--- src/rtl/mem_port_arbiter.sv ---
// Round-robin arbiter for two requesters sharing one memory port.
// Holds the grant until the memory acks or the watchdog fires, then returns a one-cycle completion pulse.
module mem_port_arbiter #(
  parameter int WIDTH   = 32,
  parameter int AWIDTH  = 32,
  parameter int TIMEOUT = 16
) (
  input  logic              clk,
  input  logic              rst,
  input  logic              r1_req,
  input  logic [AWIDTH-1:0] r1_addr,
  input  logic [WIDTH-1:0]  r1_wdata,
  input  logic              r1_we,
  output logic              r1_gnt,
  output logic              r1_rvalid,
  output logic [WIDTH-1:0]  r1_rdata,
  output logic              r1_err,
  input  logic              r2_req,
  input  logic [AWIDTH-1:0] r2_addr,
  input  logic [WIDTH-1:0]  r2_wdata,
  input  logic              r2_we,
  output logic              r2_gnt,
  output logic              r2_rvalid,
  output logic [WIDTH-1:0]  r2_rdata,
  output logic              r2_err,
  output logic              sel,
  output logic              mem_req,
  output logic [AWIDTH-1:0] mem_addr,
  output logic [WIDTH-1:0]  mem_wdata,
  output logic              mem_we,
  input  logic              mem_ack,
  input  logic [WIDTH-1:0]  mem_rdata
);

  typedef enum logic [1:0] {IDLE, BUSY, DONE} state_t;

  // The counter only needs to reach TIMEOUT-1: the cycle holding that value is the last BUSY cycle.
  localparam int CW = (TIMEOUT > 1) ? $clog2(TIMEOUT) : 1;
  localparam logic [CW-1:0] LAST = CW'((TIMEOUT > 0) ? TIMEOUT - 1 : 0);

  state_t          state_reg;
  logic            sel_reg;
  logic            pri_reg;
  logic [CW-1:0]   cnt_reg;
  logic [1:0]      rvalid_reg;
  logic [1:0]      err_reg;
  logic [WIDTH-1:0] rdata_reg [2];

  logic busy;
  logic timeout;
  logic finish;

  assign busy    = (state_reg == BUSY);
  assign timeout = (TIMEOUT != 0) && (cnt_reg == LAST);
  assign finish  = busy && (mem_ack || timeout);

  always_ff @(posedge clk) begin
    if (rst) begin
      state_reg <= IDLE;
      sel_reg   <= 1'b0;
      pri_reg   <= 1'b1;
      cnt_reg   <= '0;
    end else begin
      case (state_reg)
        IDLE: begin
          cnt_reg <= '0;
          if (r1_req && (!r2_req || pri_reg)) begin
            sel_reg   <= 1'b1;
            state_reg <= BUSY;
          end else if (r2_req) begin
            sel_reg   <= 1'b0;
            state_reg <= BUSY;
          end
        end
        BUSY: begin
          if (TIMEOUT != 0) cnt_reg <= cnt_reg + CW'(1);
          if (mem_ack || timeout) state_reg <= DONE;
        end
        DONE: begin
          pri_reg   <= !sel_reg;
          state_reg <= IDLE;
        end
        default: state_reg <= IDLE;
      endcase
    end
  end

  // Completion registers per requester; index 0 is requester 1 (sel=1), index 1 is requester 2.
  generate
    for (genvar gi = 0; gi < 2; gi++) begin : g_cpl
      logic own;
      assign own = (gi == 0) ? sel_reg : !sel_reg;

      always_ff @(posedge clk) begin
        if (rst) begin
          rvalid_reg[gi] <= 1'b0;
          err_reg[gi]    <= 1'b0;
          rdata_reg[gi]  <= '0;
        end else begin
          rvalid_reg[gi] <= 1'b0;
          if (finish && own) begin
            rvalid_reg[gi] <= 1'b1;
            err_reg[gi]    <= !mem_ack;
            rdata_reg[gi]  <= mem_ack ? mem_rdata : '0;
          end
        end
      end
    end
  endgenerate

  assign sel       = sel_reg;
  assign mem_req   = busy;
  assign r1_gnt    = busy && sel_reg;
  assign r2_gnt    = busy && !sel_reg;
  assign mem_addr  = sel_reg ? r1_addr  : r2_addr;
  assign mem_wdata = sel_reg ? r1_wdata : r2_wdata;
  assign mem_we    = sel_reg ? r1_we    : r2_we;

  assign r1_rvalid = rvalid_reg[0];
  assign r2_rvalid = rvalid_reg[1];
  assign r1_err    = err_reg[0];
  assign r2_err    = err_reg[1];
  assign r1_rdata  = rdata_reg[0];
  assign r2_rdata  = rdata_reg[1];

endmodule
--- config.mk ---
export PLATFORM = sky130hd
export DESIGN_NAME = mem_port_arbiter
export DESIGN_NICKNAME = d
export VERILOG_FILES = /design/src/rtl/mem_port_arbiter.sv
export SDC_FILE = /design/constraint.sdc
export NUM_CORES = 1
export LEC_CHECK = 0
export ABC_AREA = 1
export BUFFER_PORTS_ARGS = -buffer_cell sky130_fd_sc_hd__buf_2
export CORE_AREA = 2 2 118 120
export CTS_CLUSTER_SIZE = 12
export DETAILED_ROUTE_END_ITERATION = 8
export DIE_AREA = 0 0 120 122
export GPL_TIMING_DRIVEN = 0
export SLEW_MARGIN = 30
export SYNTH_ARGS = -nofsm -noshare
export SYNTH_HDL_FRONTEND = slang
export SYNTH_SLANG_ARGS = --single-unit
--- constraint.sdc ---
create_clock -name clk -period 5.7 [get_ports clk]
set_input_delay 0.57 -clock clk [delete_from_list [all_inputs] [get_ports clk]]
set_output_delay 0.57 -clock clk [all_outputs]
set_load 0.03 [all_outputs]
==> run summary, run 1 <==
Synthesis inferred 76 register bits. After detailed routing, the wire length on met1 is 5.50 mm. Yosys attributes the largest share of cell area to edfxtp_1 (48%), nand2_1 (23%), dfxtp_1 (6.1%).

After synthesis the cells add up to 0.00396 mm². Buffers added to address setup during post-CTS repair amount to 0. The run gives 1.65 ns as the arrival time reported for the critical path endpoint. During placement, the flow inserted port buffers numbering 303. Static timing analysis puts the maximum clock frequency at 451 MHz. Net switching is 32.3% of the power.

The starting density of the core is 29.4%. The flip-flop count of the largest register, all copies and words added is 64. Kind of end point of the critical path: an output port. Across the run, the number of max-cap violations was 0. For the number of standard cells in the final layout excluding fillers, the log shows 987.

Dividing the synthesized area by the synthesized cell count gives 8.16 µm². STA puts the critical path data required time at 5.13 ns. Dividing the final minimum period by the clock period gives 38.9%. Leaving out fill and tap cells, the most frequent cell in the layout is buf_2. Buffers inserted during clock tree synthesis total 9. The placeable core region is 0.0135 mm², and the die outline area is 0.0146 mm². The post-route DRC violation count is 0.

The internal power of the cells totals 1.16 mW. The critical path is of the reg -> out type. Of the cells placed in the final design, the portion with a size suffix greater than 1 is 44.7%. The later pin in the worst-skew pair is clocked with a latency of 0.34 ns. The count of nets left with antenna violations once routing finished came out at 0. The logs give 4059 for the number of global-route vias before repair and 27.1% for the portion of total power attributed to combinational logic. CTS built an H-tree with a depth of 3. For this design the static power due to leakage is 3.46 nW.

The tools report the wire length on met3 as 1.43 mm. The transition time of the tightest slew-check pin works out to 0.778 ns. For this design, the CTS-stage hold fixing added 0 buffers. Clock-pin slew was measured on the worst setup and hold paths at 0.06 ns. TritonCTS built the clock tree. For this design the ratio of total power to cell area is 282 mW/mm². The nature of the critical path startpoint was a flip-flop. The number of distinct library cells after synthesis was 24. Summed over its instances, the top area cell type makes up 48.5% of the synthesized netlist area.

Entering global routing, the biggest net connects 33 pins. IR analysis of the VDD net gives a maximum drop of 0.126 mV. The post-layout net count was 969.

The most area-hungry cell type in the Yosys netlist was edfxtp_1. After the first detailed-routing iteration, the DRC count stood at 213. Pin placement for this block handled 304 I/O pins.

The routed design uses 6.80 mm of met2 wire. The worst pin sits at a relative slew slack of 48.0%. The sequential cell area fraction in the yosys report came out at 54.5%. The number of antenna violations at the first check in global routing was 3. The minimum clock period after layout is 2.22 ns, and the chip height is 122 µm. Setup repair after global routing left no endpoint under its margin. Hold timing on the final database bottoms out at a slack of 0.463 ns. Along the worst path, the maximum fanout reaches 10. The residual overflow from global routing was 0; the proportion of power drawn by the clock network was 35.4%. The placed wire-length estimate after detailed placement was 11.1 mm; the number of cells produced by synthesis was 486. The Yosys step of the flow raised 0 warnings. Summed over all failing endpoints, the final setup total negative slack is 0 ns. The worst clock skew on the final layout came out at 0.00636 ns.

The logs give 20.9 mm for the first-pass GRT wire length and 4291 for the total number of vias. The routability congestion estimate from global placement is 0.805. In the routed layout, each cell is associated on average with a via count of 4.35. Number of filler instances in the final layout: 1430. The count of final max-slew check failures is 0. The tightest min-delay check is of the reg -> reg type. Counting every sink on the clock net gives 76.

For the total net switching power, the log shows 0.551 mW. In this run the horizontal extent of the chip is 120 µm. Relative to the synthesized area, the layout overhead comes to 52.8%. The sum of routed wire length over all layers came out at 13.9 mm.

For the all-layer global routing usage, the log shows 18.5%. The logs give 0 for the total count of hold-check failures in the final report and 0 for the total setup violations reported at the end of the flow. The flow ran to the end, and the final reports show no timing, DRC or antenna violations. For the maximum root-to-sink buffer count, the log shows 2. Routed signal wires occupy layers up through met5. Row generation in the floorplan step produced 43 rows. Once placement completed, the tool counted placed cells totaling 970. Gates resized during post-CTS repair numbered 0. The cell at the root of the clock tree is clkbuf_16. The run gives 37.5% as the sequential fraction of design power. The length of the first detailed-routing pass in iterations was 4. After detailed routing, the average wire length per cell comes to 14.1 µm. Net count after synthesis: 654. The top cell types in the final layout, fill and taps aside, are buf_2 (314), nand2_1 (241), edfxtp_1 (64).
worst max-delay path: stages (launching register included):
cell and delay [ns]:
dfxtp_1 0.31, buf_4 0.16, inv_2 0.13, buf_4 0.20, buf_4 0.18, nand2_1 0.08
nand2_1 0.06, buf_2 0.19
synth_stat cells, drive strengths merged:
cell type,instances
inv,40
ha,1
nor3b,1
and3,1
o21ai,2
o211a,1
edfxtp,64
nand2,244
a21oi,4
clkbuf,7
nand3,8
buf,25
nand4,34
dfxtp,12
nor2,42
power groups by stage:
stage                     clock network (mW)  logic (mW)  registers [mW]
after floorplan                            0       0.232           0.710
after detailed placement                   0       0.464           0.653
after CTS                              0.612       0.467           0.641
final                                  0.604       0.462           0.641
after global placement                     0       0.462           0.654
after global routing                   0.640       0.502           0.643
metal layers:
metal | up-vias | track usage (%)
met2 | 215 | 31.3
met4 | 2 | 5.66
li1 | 2185 | -
met3 | 14 | 5.52
met5 | - | 0
met1 | 1875 | 22.6
through the flow:
stage | power, mW | instance area (µm²) | worst slack (ns) | utilization, %
6_report | 1.71 | 6060 | 3.48 | 44.9
5_1_grt | 1.78 | 6060 | 3.32 | 44.8
4_1_cts | 1.72 | 6060 | 3.44 | 44.8
3_5_place_dp | 1.12 | 5740 | 3.53 | 42.5
3_3_place_gp | 1.12 | 5710 | 2.98 | 42.2
2_1_floorplan | 0.941 | 3960 | 3.56 | -
kinds of logic (layout without fill, tap and decap cells):
| kind of cell | Yosys count | after routing | synth area share (%) |
|---|---|---|---|
| buffers and inverters | 72 | 392 | 8.59 |
| adders and majority gates | 1 | 1 | 0.316 |
| and+or+nand+nor | 330 | 330 | 35.5 |
| other | 0 | 1 | 0 |
| AOI/OAI and AO/OA | 7 | 7 | 1.01 |
| DFF | 76 | 76 | 54.5 |
cell type report:
cell class	instances	area (µm²)	area share [%]
flip-flops and latches	76	2160	35.7
multi-input cells	338	1470	24.2
repair buffers	304	1540	25.5
clock buffers	10	229	3.78
diodes	1	2.50	0.0413
clock inverters	6	88.8	1.47
well taps	180	225	3.72
inverters	40	150	2.48
plain buffers	32	190	3.14
worst paths after layout:
kind,startpoint,to,slack [ns],depth (start not counted)
min,r2_err$_SDFFE_PP0P_,r2_err$_SDFFE_PP0P_,0.46,2
max reg2reg,cnt_reg[1]$_SDFFE_PP0P_,rdata_reg[0][6]$_SDFFCE_PN0P_,3.74,5
max,sel$_SDFFE_PP0P_,mem_wdata[11],3.48,7
min reg2reg,r2_err$_SDFFE_PP0P_,r2_err$_SDFFE_PP0P_,0.46,2
No activity file was read; power rests on OpenSTA's default activity.
==> inputs of run 2 (changes only) <==
PLACE_DENSITY = 0.65   (was not set)
clock period = 1.9 ns   (was 5.7 ns; I/O delays follow)
==> run 2 against run 1 <==
  * First-iteration DRC count decreased by 0.94%
  * Sequential power grew to 3.0 times the previous value
  * Utilization down 0.14 points
  * Routed wire length rose by 6.3%
  * Flip-flop and latch count did not move
  * Count of clock-buffer cells in the layout fell by 1
  * Register-to-register slack lost 3.5 ns
  * Critical path type unchanged
  * Combinational power rose to 3.1 times the previous value
  * Design area is 0.31% lower
  * Non-clock buffer count fell by 1
  * Largest cell class unchanged
  * Die area stayed put
  * Clock power grew to 2.5 times the previous value
==> run summary, run 2 (same netlist as run 1, synthesis figures left out) <==
The critical path class was reg -> out (unchanged). Based on the critical path, the design can be clocked at up to 551 MHz. The placeable core region was 0.0135 mm² (unchanged).

CP cell instances: buf_4 > inv_2 > buf_6 > buf_8 > nand2_1 > nand2_1 > buf_4 (was buf_4 > inv_2 > buf_4 > buf_4 > nand2_1 > nand2_1 > buf_2). For the sequential fraction of design power, the log shows 39.5% (was 37.5%). The residual overflow from global routing is 0 (unchanged).

The routed wirelength normalized by instance count is 15.0 µm (was 14.1 µm), and the chip height is 122 µm (unchanged). The tools report the maximum number of pins on one net before global-route repair as 33 (unchanged). The number of placed I/O pins is 304 (unchanged). Highest ir drop seen on vdd: 0.433 mV (was 0.126 mV). The cell depth of the worst flop-to-flop path works out to 5 (unchanged). The nature of the critical path startpoint is a flip-flop (unchanged). The minimum clock period after layout works out to 1.81 ns. The length of the first detailed-routing pass in iterations is 4 (unchanged).

The run gives 1.62 ns (was 1.65 ns) as the arrival time reported for the critical path endpoint. The proportion of power drawn by the clock network was 31.2% (was 35.4%). The internal power of the cells is 3.20 mW (was 1.16 mW). The tools report the insertion delay to the later sink of the worst-skew pair as 0.33 ns (was 0.34 ns). The tools report the TritonCTS buffer count as 9 (unchanged). The layout overhead on the synthesized area was 52.4% (was 52.8%); the placed wire-length estimate after detailed placement was 12.2 mm (was 11.1 mm).

The worst clock skew on the final layout was 0.00565 ns (was 0.00636 ns); the total net switching power was 1.67 mW (was 0.551 mW). The run gives 968 (was 969) as the post-layout net count. Worst min-delay path class: in -> reg (was reg -> reg).

The total count of hold-check failures in the final report is 0 (unchanged). The flip-flop count of the largest register, all copies and words added was 64 (unchanged); the maximum root-to-sink buffer count was 2 (unchanged). The run finished with clean final reports.

The die outline area is 0.0146 mm² (unchanged), and the starting density of the core is 29.4% (unchanged). The first-pass GRT wire length was 21.4 mm (was 20.9 mm); the post-route DRC violation count was 0 (unchanged). Highest cell delay on the worst timing path: 0.30 ns (was 0.31 ns). Commonest cells after routing, fill and taps aside: buf_2 (308), nand2_1 (240), edfxtp_1 (64) (was buf_2 (314), nand2_1 (241), edfxtp_1 (64)). The number of sinks on the clock net is 76 (unchanged), and the number of nets still failing antenna checks after routing is 0 (unchanged). Sum of routed wire length over all layers: 14.8 mm (was 13.9 mm). Setup repair after global routing left no endpoint under its margin. The tools report the leakage power total as 3.45 nW (was 3.46 nW). Top cell family by delay on the critical path: buffers and inverters (unchanged). The placement-stage cell area came out at 0.00571 mm² (was 0.00574 mm²).

Highest-delay cell along the critical path: dfxtp_1 (unchanged). For the number of setup buffers added after CTS, the log shows 0 (unchanged). The share of layout cells above drive strength 1 was 44.8% (was 44.7%). The count of standard-cell rows is 43 (unchanged). The startpoint of the worst setup timing path is sel$_SDFFE_PP0P_ (unchanged).

The start point of the worst hold path was rst (was r2_err$_SDFFE_PP0P_). The maximum fanout encountered on the critical timing path is 10 (unchanged), and the transition time of the tightest slew-check pin is 0.507 ns (was 0.778 ns). Cell at the root of the clock tree: clkbuf_16 (unchanged). The worst setup path endpoint is mem_wdata[6] (was mem_wdata[11]).

The total setup violations reported at the end of the flow was 0 (unchanged); the total power was 4.87 mW (was 1.71 mW). The count of input and output buffers works out to 303 (unchanged). The run gives 0 ns (unchanged) as the setup TNS.

The power per standard cell area works out to 807 mW/mm² (was 282 mW/mm²). The most common library cell in the layout ignoring fill and taps is buf_2 (unchanged). The relative slew slack is 66.2% (was 48.0%). The clock edge transition at the registers on the reported setup and hold paths was 0.06 ns (about the same). The part of the cycle the worst path needs was 95.5%; the end-of-flow core utilization was 44.7% (was 44.9%). The run gives 4031 (was 4059) as the number of global-route vias before repair.

Terminus of the critical flop-to-flop path: rdata_reg[1][6]$_SDFFCE_PN0P_ (was rdata_reg[0][6]$_SDFFCE_PN0P_). The tools report the portion of total power attributed to combinational logic as 29.3% (was 27.1%). The die width is 120 µm (unchanged), and the post-route worst hold slack is 0.137 ns (was 0.463 ns). The logs give 0 (unchanged) for the count of final max-slew check failures and 19.4% (was 18.5%) for the all-layer global routing usage. The count of max-cap constraint violations was 0 (unchanged).

The number of levels in the clock H-tree was 3 (unchanged); the violation count after the first detailed-routing iteration was 211 (was 213). The number of antenna violations at the first check in global routing came out at 1 (was 3). The routability congestion estimate from global placement was 0.910 (was 0.805); the number of filler instances in the final layout was 1392 (was 1430). Number of buffer and inverter instances along the worst setup path: 5 (unchanged).

TritonCTS built the clock tree. Ratio of routed vias to standard cells: 4.42 (was 4.35). The tools report the required arrival time at the worst endpoint as 1.71 ns (was 5.13 ns). The number of antenna repair diodes was 0 (was 1); the switching part of the total was 34.3% (was 32.3%). The register-to-register setup slack is 0.20 ns (was 3.74 ns), and the final non-filler cell area is 0.00604 mm² (was 0.00606 mm²). Depth of the critical timing path with buffers and inverters included: 7 (unchanged). The critical register-to-register path startpoint was cnt_reg[0]$_SDFFE_PP0P_ (was cnt_reg[1]$_SDFFE_PP0P_). The total number of vias came out at 4350 (was 4291). Kind of end point of the critical path: an output port (unchanged).
==> run 2: cell count changes in the layout (fill, tap and decap cells not counted), moves of 2 or more <==
| cell | change |
|---|---|
| clkinv_2 | +2 |
| buf_4 | +2 |
| buf_2 | -6 |
| bufinv_16 | -2 |
| buf_6 | +2 |
| clkbuf_1 | -2 |
| nand2_8 | +2 |
==> run 2: metal layers <==
| layer | global-route usage (%) | wire length (µm) | vias up |
|---|---|---|---|
| met1 | 23.7 | 6120 | 1940 |
| met5 | 0 | 13 | - |
| met2 | 34.4 | 7250 | 219 |
| li1 | - | - | 2179 |
| met3 | 4.73 | 1290 | 10 |
| met4 | 4.78 | 119 | 2 |
==> run 2: through the flow <==
stage                     setup WS (ns)  cells
final                            0.0860    985
after CTS                        0.0136    985
after detailed placement         -0.119    969
after floorplan                  0.0476    486
after global routing            0.00431    985
after global placement           -0.124    969
==> run 2: power by group through the flow <==
| stage | clock (mW) | sequential [mW] | combinational [mW] |
|---|---|---|---|
| after floorplan | 0 | 2.13 | 0.696 |
| after CTS | 1.55 | 1.93 | 1.44 |
| final | 1.52 | 1.92 | 1.43 |
| after global placement | 0 | 1.96 | 1.42 |
| after detailed placement | 0 | 1.96 | 1.42 |
| after global routing | 1.60 | 1.93 | 1.54 |
==> run 2: how the worst min path moves through the flow <==
stage / endpoint / depth (start not counted) / slack [ns]
2_1_floorplan: cnt_reg[1]$_SDFFE_PP0P_ / 1 / 0.26
3_3_place_gp: r1_err$_SDFFE_PP0P_ / 2 / 0.45
3_5_place_dp: r1_err$_SDFFE_PP0P_ / 2 / 0.46
4_1_cts: cnt_reg[1]$_SDFFE_PP0P_ / 2 / 0.12
5_1_grt: cnt_reg[1]$_SDFFE_PP0P_ / 2 / 0.15
6_report: cnt_reg[1]$_SDFFE_PP0P_ / 2 / 0.14
==> run 2: final cells by class <==
| cell class | count | area, µm² | area share [%] |
|---|---|---|---|
| sequential | 76 | 2160 | 35.8 |
| timing repair buffer | 303 | 1530 | 25.3 |
| multi-input combinational | 338 | 1500 | 24.8 |
| clock buffer | 9 | 225 | 3.73 |
| tap | 180 | 225 | 3.73 |
| buffer | 32 | 208 | 3.44 |
| inverter | 40 | 150 | 2.49 |
| clock inverter | 7 | 42.5 | 0.704 |
==> run 2: timing repair <==
action,CTS,global route
hold endpoints to repair,0,0
hold buffers,0,0
endpoints found under the setup margin,74,71
gates cloned,0,0
resized for setup,9,8
==> inputs of run 3 (changes only) <==
ABC_AREA = 0   (was 1)
CORE_AREA = 2 2 117 119   (was 2 2 118 120)
CTS_BUF_LIST = sky130_fd_sc_hd__clkbuf_8   (was not set)
DIE_AREA = 0 0 119 121   (was 0 0 120 122)
PLACE_DENSITY = not set   (was 0.65)
==> run 3 against run 2 <==
  * Combinational power is 8% lower
  * Largest cell class unchanged
  * Critical endpoint is now mem_wdata[17]
  * Fmax is 1.6% lower
  * Via count is 20% lower
  * Utilization is 0.89 points lower
  * Flip-flop and latch count stayed put
  * Sequential share of layout area is 2.0 points higher
  * Global-route usage is 1.7 points lower
  * Design area is 5.0% lower
  * Non-clock buffer count is 6 lower
  * Synthesized area is 8.0% lower
  * Clock power is 34% lower
==> run summary, run 3 <==
The flow ran to the end, and the final reports show no timing, DRC or antenna violations. The number of hold-repair buffers added at the cts stage is 0 (unchanged). The die outline area is 0.0144 mm² (was 0.0146 mm²). The area share of the leading cell type in the synthesized netlist works out to 52.7% (was 48.5%). Commonest cells after routing, fill and taps aside: buf_2 (304), nor2_1 (66), mux2_2 (64), edfxtp_1 (64), nand2_1 (34) (was buf_2 (308), nand2_1 (240), edfxtp_1 (64)). The die width is 119 µm (was 120 µm). For the count of final max-slew check failures, the log shows 0 (unchanged). The prevailing post-synth register cell is edfxtp_1 (unchanged). The number of levels in the clock H-tree was 3 (unchanged); the part of the cycle the worst path needs was 97.1% (was 95.5%). For the sequential cell area fraction in the yosys report, the log shows 59.3% (was 54.5%). The flip-flop count of the largest register, all copies and words added was 64 (unchanged); the total count of hold-check failures in the final report was 0 (unchanged).

The run gives 780 (was 969) as the post-placement cell count. The tools report the length of the first detailed-routing pass in iterations as 4 (unchanged). For the synthesized area, the log shows 0.00365 mm² (was 0.00396 mm²).

The run gives 37 (was 24) as the number of distinct library cells after synthesis. Setup repair after global routing could not meet its margin everywhere. The post-layout net count came out at 787 (was 968). The clock edge transition at the registers on the reported setup and hold paths came out at 0.07 ns (was 0.06 ns). The routed wirelength normalized by instance count was 16.5 µm (was 15.0 µm); the worst clock skew on the final layout was 0.00675 ns (was 0.00565 ns). Startpoint of the worst setup timing path: sel$_SDFFE_PP0P_ (unchanged). The sum of routed wire length over all layers is 13.3 mm (was 14.8 mm), and the register bit total from synthesis is 76 (unchanged).

The number of global-route vias before repair was 3570 (was 4031); the maximum root-to-sink buffer count was 2 (unchanged). Highest-delay cell along the critical path: dfxtp_4 (was dfxtp_1). The all-layer global routing usage came out at 17.7% (was 19.4%). Top layer reached by signal wires: met4 (was met5). The total number of vias is 3490 (was 4350). The count of standard-cell rows is 42 (was 43). The number of cells produced by synthesis is 298 (was 486), and the total power is 4.25 mW (was 4.87 mW). The power per standard cell area was 741 mW/mm² (was 807 mW/mm²). Chip height: 121 µm (was 122 µm).

The leakage power total was 2.70 nW (was 3.45 nW). The total setup violations reported at the end of the flow was 0 (unchanged). The count of max-cap constraint violations was 0 (unchanged); the count of input and output buffers was 303 (unchanged).

The run gives 27.9% (was 29.4%) as the starting density of the core. Critical register-to-register path startpoint: state_reg[1]$_SDFFE_PP0P_ (was cnt_reg[0]$_SDFFE_PP0P_). The footprint of the flip-flops and latches is 0.00217 mm² (was 0.00216 mm²), and the arrival time reported for the critical path endpoint is 1.65 ns (was 1.62 ns).

Top cells by area, synth: edfxtp_1 (53%), mux2_2 (20%), nor2_1 (6.8%) (was edfxtp_1 (48%), nand2_1 (23%), dfxtp_1 (6.1%)). The routability congestion estimate from global placement was 0.850 (was 0.910); the minimum clock period after layout was 1.84 ns (was 1.81 ns). The number of synthesized flops with an enable pin is 64 (unchanged). TritonCTS built the clock tree. The share of layout cells above drive strength 1 came out at 66.8% (was 44.8%).

For the post-route DRC violation count, the log shows 0 (unchanged). The number of filler instances in the final layout was 1276 (was 1392). The run gives 0.0131 mm² (was 0.0135 mm²) as the placeable core region. Post-route worst hold slack: 0.108 ns (was 0.137 ns). The worst min-delay path class is in -> reg (unchanged). The layout overhead on the synthesized area is 57.3% (was 52.4%). Cell at the root of the clock tree: clkbuf_8 (was clkbuf_16). The tools report the met1 wire length as 4.91 mm (was 6.12 mm). The number of antenna violations at the first check in global routing is 1 (unchanged). The net count after synthesis came out at 466 (was 654). The required arrival time at the worst endpoint is 1.71 ns (about the same). The mean instance size in the synthesized netlist was 12.2 µm² (was 8.16 µm²); the highest cell delay on the worst timing path was 0.37 ns (was 0.30 ns). The number of placed I/O pins came out at 304 (unchanged).

The tools report the achievable clock frequency as 542 MHz (was 551 MHz). The async set or reset register ratio after synthesis works out to 0% (unchanged). The transition time of the tightest slew-check pin works out to 0.645 ns (was 0.507 ns).

CP cell instances: buf_6 > clkbuf_4 > mux2_2 > buf_2 (was buf_4 > inv_2 > buf_6 > buf_8 > nand2_1 > nand2_1 > buf_4). The number of standard cells in the final layout excluding fillers was 801 (was 985); the number of nets still failing antenna checks after routing was 0 (unchanged). The insertion delay to the later sink of the worst-skew pair was 0.34 ns (was 0.33 ns). For the wire length on met3, the log shows 1.09 mm (was 1.29 mm). The number of warnings issued by yosys is 0 (unchanged). Kind of end point of the critical path: an output port (unchanged). The run gives 0.263 mV (was 0.433 mV) as the highest ir drop seen on vdd. The relative slew slack was 57.0% (was 66.2%). Start point of the worst hold path: r1_req (was rst). The tools report the number of sinks on the clock net as 76 (unchanged). Most area-hungry cell type in the Yosys netlist: edfxtp_1 (unchanged).

The ratio of routed vias to standard cells is 4.36 (was 4.42). For the area of combinational cells with multiple inputs, the log shows 0.00142 mm² (was 0.00150 mm²). The maximum number of pins on one net before global-route repair came out at 21 (was 33).

Top post-synthesis cells by count: nor2_1 (66), mux2_2 (65), edfxtp_1 (64) (was nand2_1 (243), edfxtp_1 (64), inv_1 (38)). The placed wire-length estimate after detailed placement is 11.0 mm (was 12.2 mm). The most common cell in the synthesized netlist was nor2_1 (was nand2_1). The residual overflow from global routing was 0 (unchanged); the first-pass GRT wire length was 19.1 mm (was 21.4 mm).

The setup TNS is 0 ns (unchanged). Critical path class: reg -> out (unchanged). The maximum fanout encountered on the critical timing path came out at 10 (unchanged).

Most common library cell in the layout ignoring fill and taps: buf_2 (unchanged). Nature of the critical path startpoint: a flip-flop (unchanged). For the TritonCTS buffer count, the log shows 9 (unchanged). The violation count after the first detailed-routing iteration was 177 (was 211); the met2 routed wirelength was 6.82 mm (was 7.25 mm).
## run 3: cell types whose count changed after synthesis, moves of 3 or more
cell | before | now
nand3_1 | 7 | 1
mux2_2 | 0 | 65
nor2_2 | 10 | 1
nor3_1 | 0 | 3
nand2_1 | 243 | 34
clkbuf_1 | 7 | 4
inv_1 | 38 | 1
nand4_1 | 34 | 0
buf_4 | 9 | 0
nor2_1 | 30 | 66
## run 3: routing by layer
layer | GRT usage, % | vias to the layer above
met4 | 8.33 | 0
met2 | 30.3 | 173
met5 | 0 | -
li1 | - | 1690
met1 | 19.8 | 1599
met3 | 6.11 | 28
## run 3: worst paths after layout
kind | depth (start not counted) | endpoint | slack [ns]
setup / recovery | 4 | mem_wdata[17] | 0.06
hold / removal | 3 | sel$_SDFFE_PP0P_ | 0.11
setup reg to reg | 6 | rdata_reg[0][6]$_SDFFCE_PN0P_ | 0.22
hold reg to reg | 2 | pri_reg$_SDFFE_PP1N_ | 0.49
## run 3: power breakdown
| part | internal [mW] | switching, mW | leakage, nW |
|---|---|---|---|
| sequential | 1.90 | 0.0292 | 0.766 |
| clock | 0.455 | 0.545 | 0.0851 |
| combinational | 0.490 | 0.833 | 1.85 |
| total | 2.84 | 1.41 | 2.70 |
## run 3: worst max-delay path: cells and delay by family (launching register included)
kind                   cells  cell delay [ns]
buffers and inverters      3             0.58
DFF                        1             0.37
muxes                      1             0.37
## run 3: cell type report
class | instances | share of cell area [%]
Clock inverter | 7 | 0.633
Antenna cell | 1 | 0.0436
Inverter | 3 | 0.240
Multi-Input combinational cell | 200 | 24.8
Timing Repair Buffer | 310 | 28.0
Clock buffer | 9 | 2.16
Sequential cell | 76 | 37.8
Buffer | 19 | 2.51
Tap cell | 176 | 3.84
## run 3: cells by family (layout without fill, tap and decap cells)
family / after synthesis / in the layout / synth area share (%)
AOI/OAI and AO/OA: 13 / 13 / 2.33
xor gates and xnor gates: 1 / 1 / 0.240
adders and majority gates: 1 / 1 / 0.343
buffers and inverters: 22 / 348 / 3.29
DFF: 76 / 76 / 59.3
muxes: 66 / 66 / 20.3
other: 0 / 1 / 0
and+or+nand+nor: 119 / 119 / 14.2
## run 3: repair_timing
action,in CTS,in global routing
pin swaps,2,0
gates resized for setup,2,11
setup buffers,4,0
gates cloned,0,0
endpoints found under the setup margin,46,45
## run 3: per-stage QoR
stage	util, %	instance area (µm²)	setup WS [ns]
after global routing	43.8	5740	-0.00787
after floorplan	-	3720	-0.0706
final	43.8	5740	0.0556
after global placement	41.7	5460	-0.590
after CTS	43.6	5700	0.000503
after detailed placement	42.1	5510	-0.110
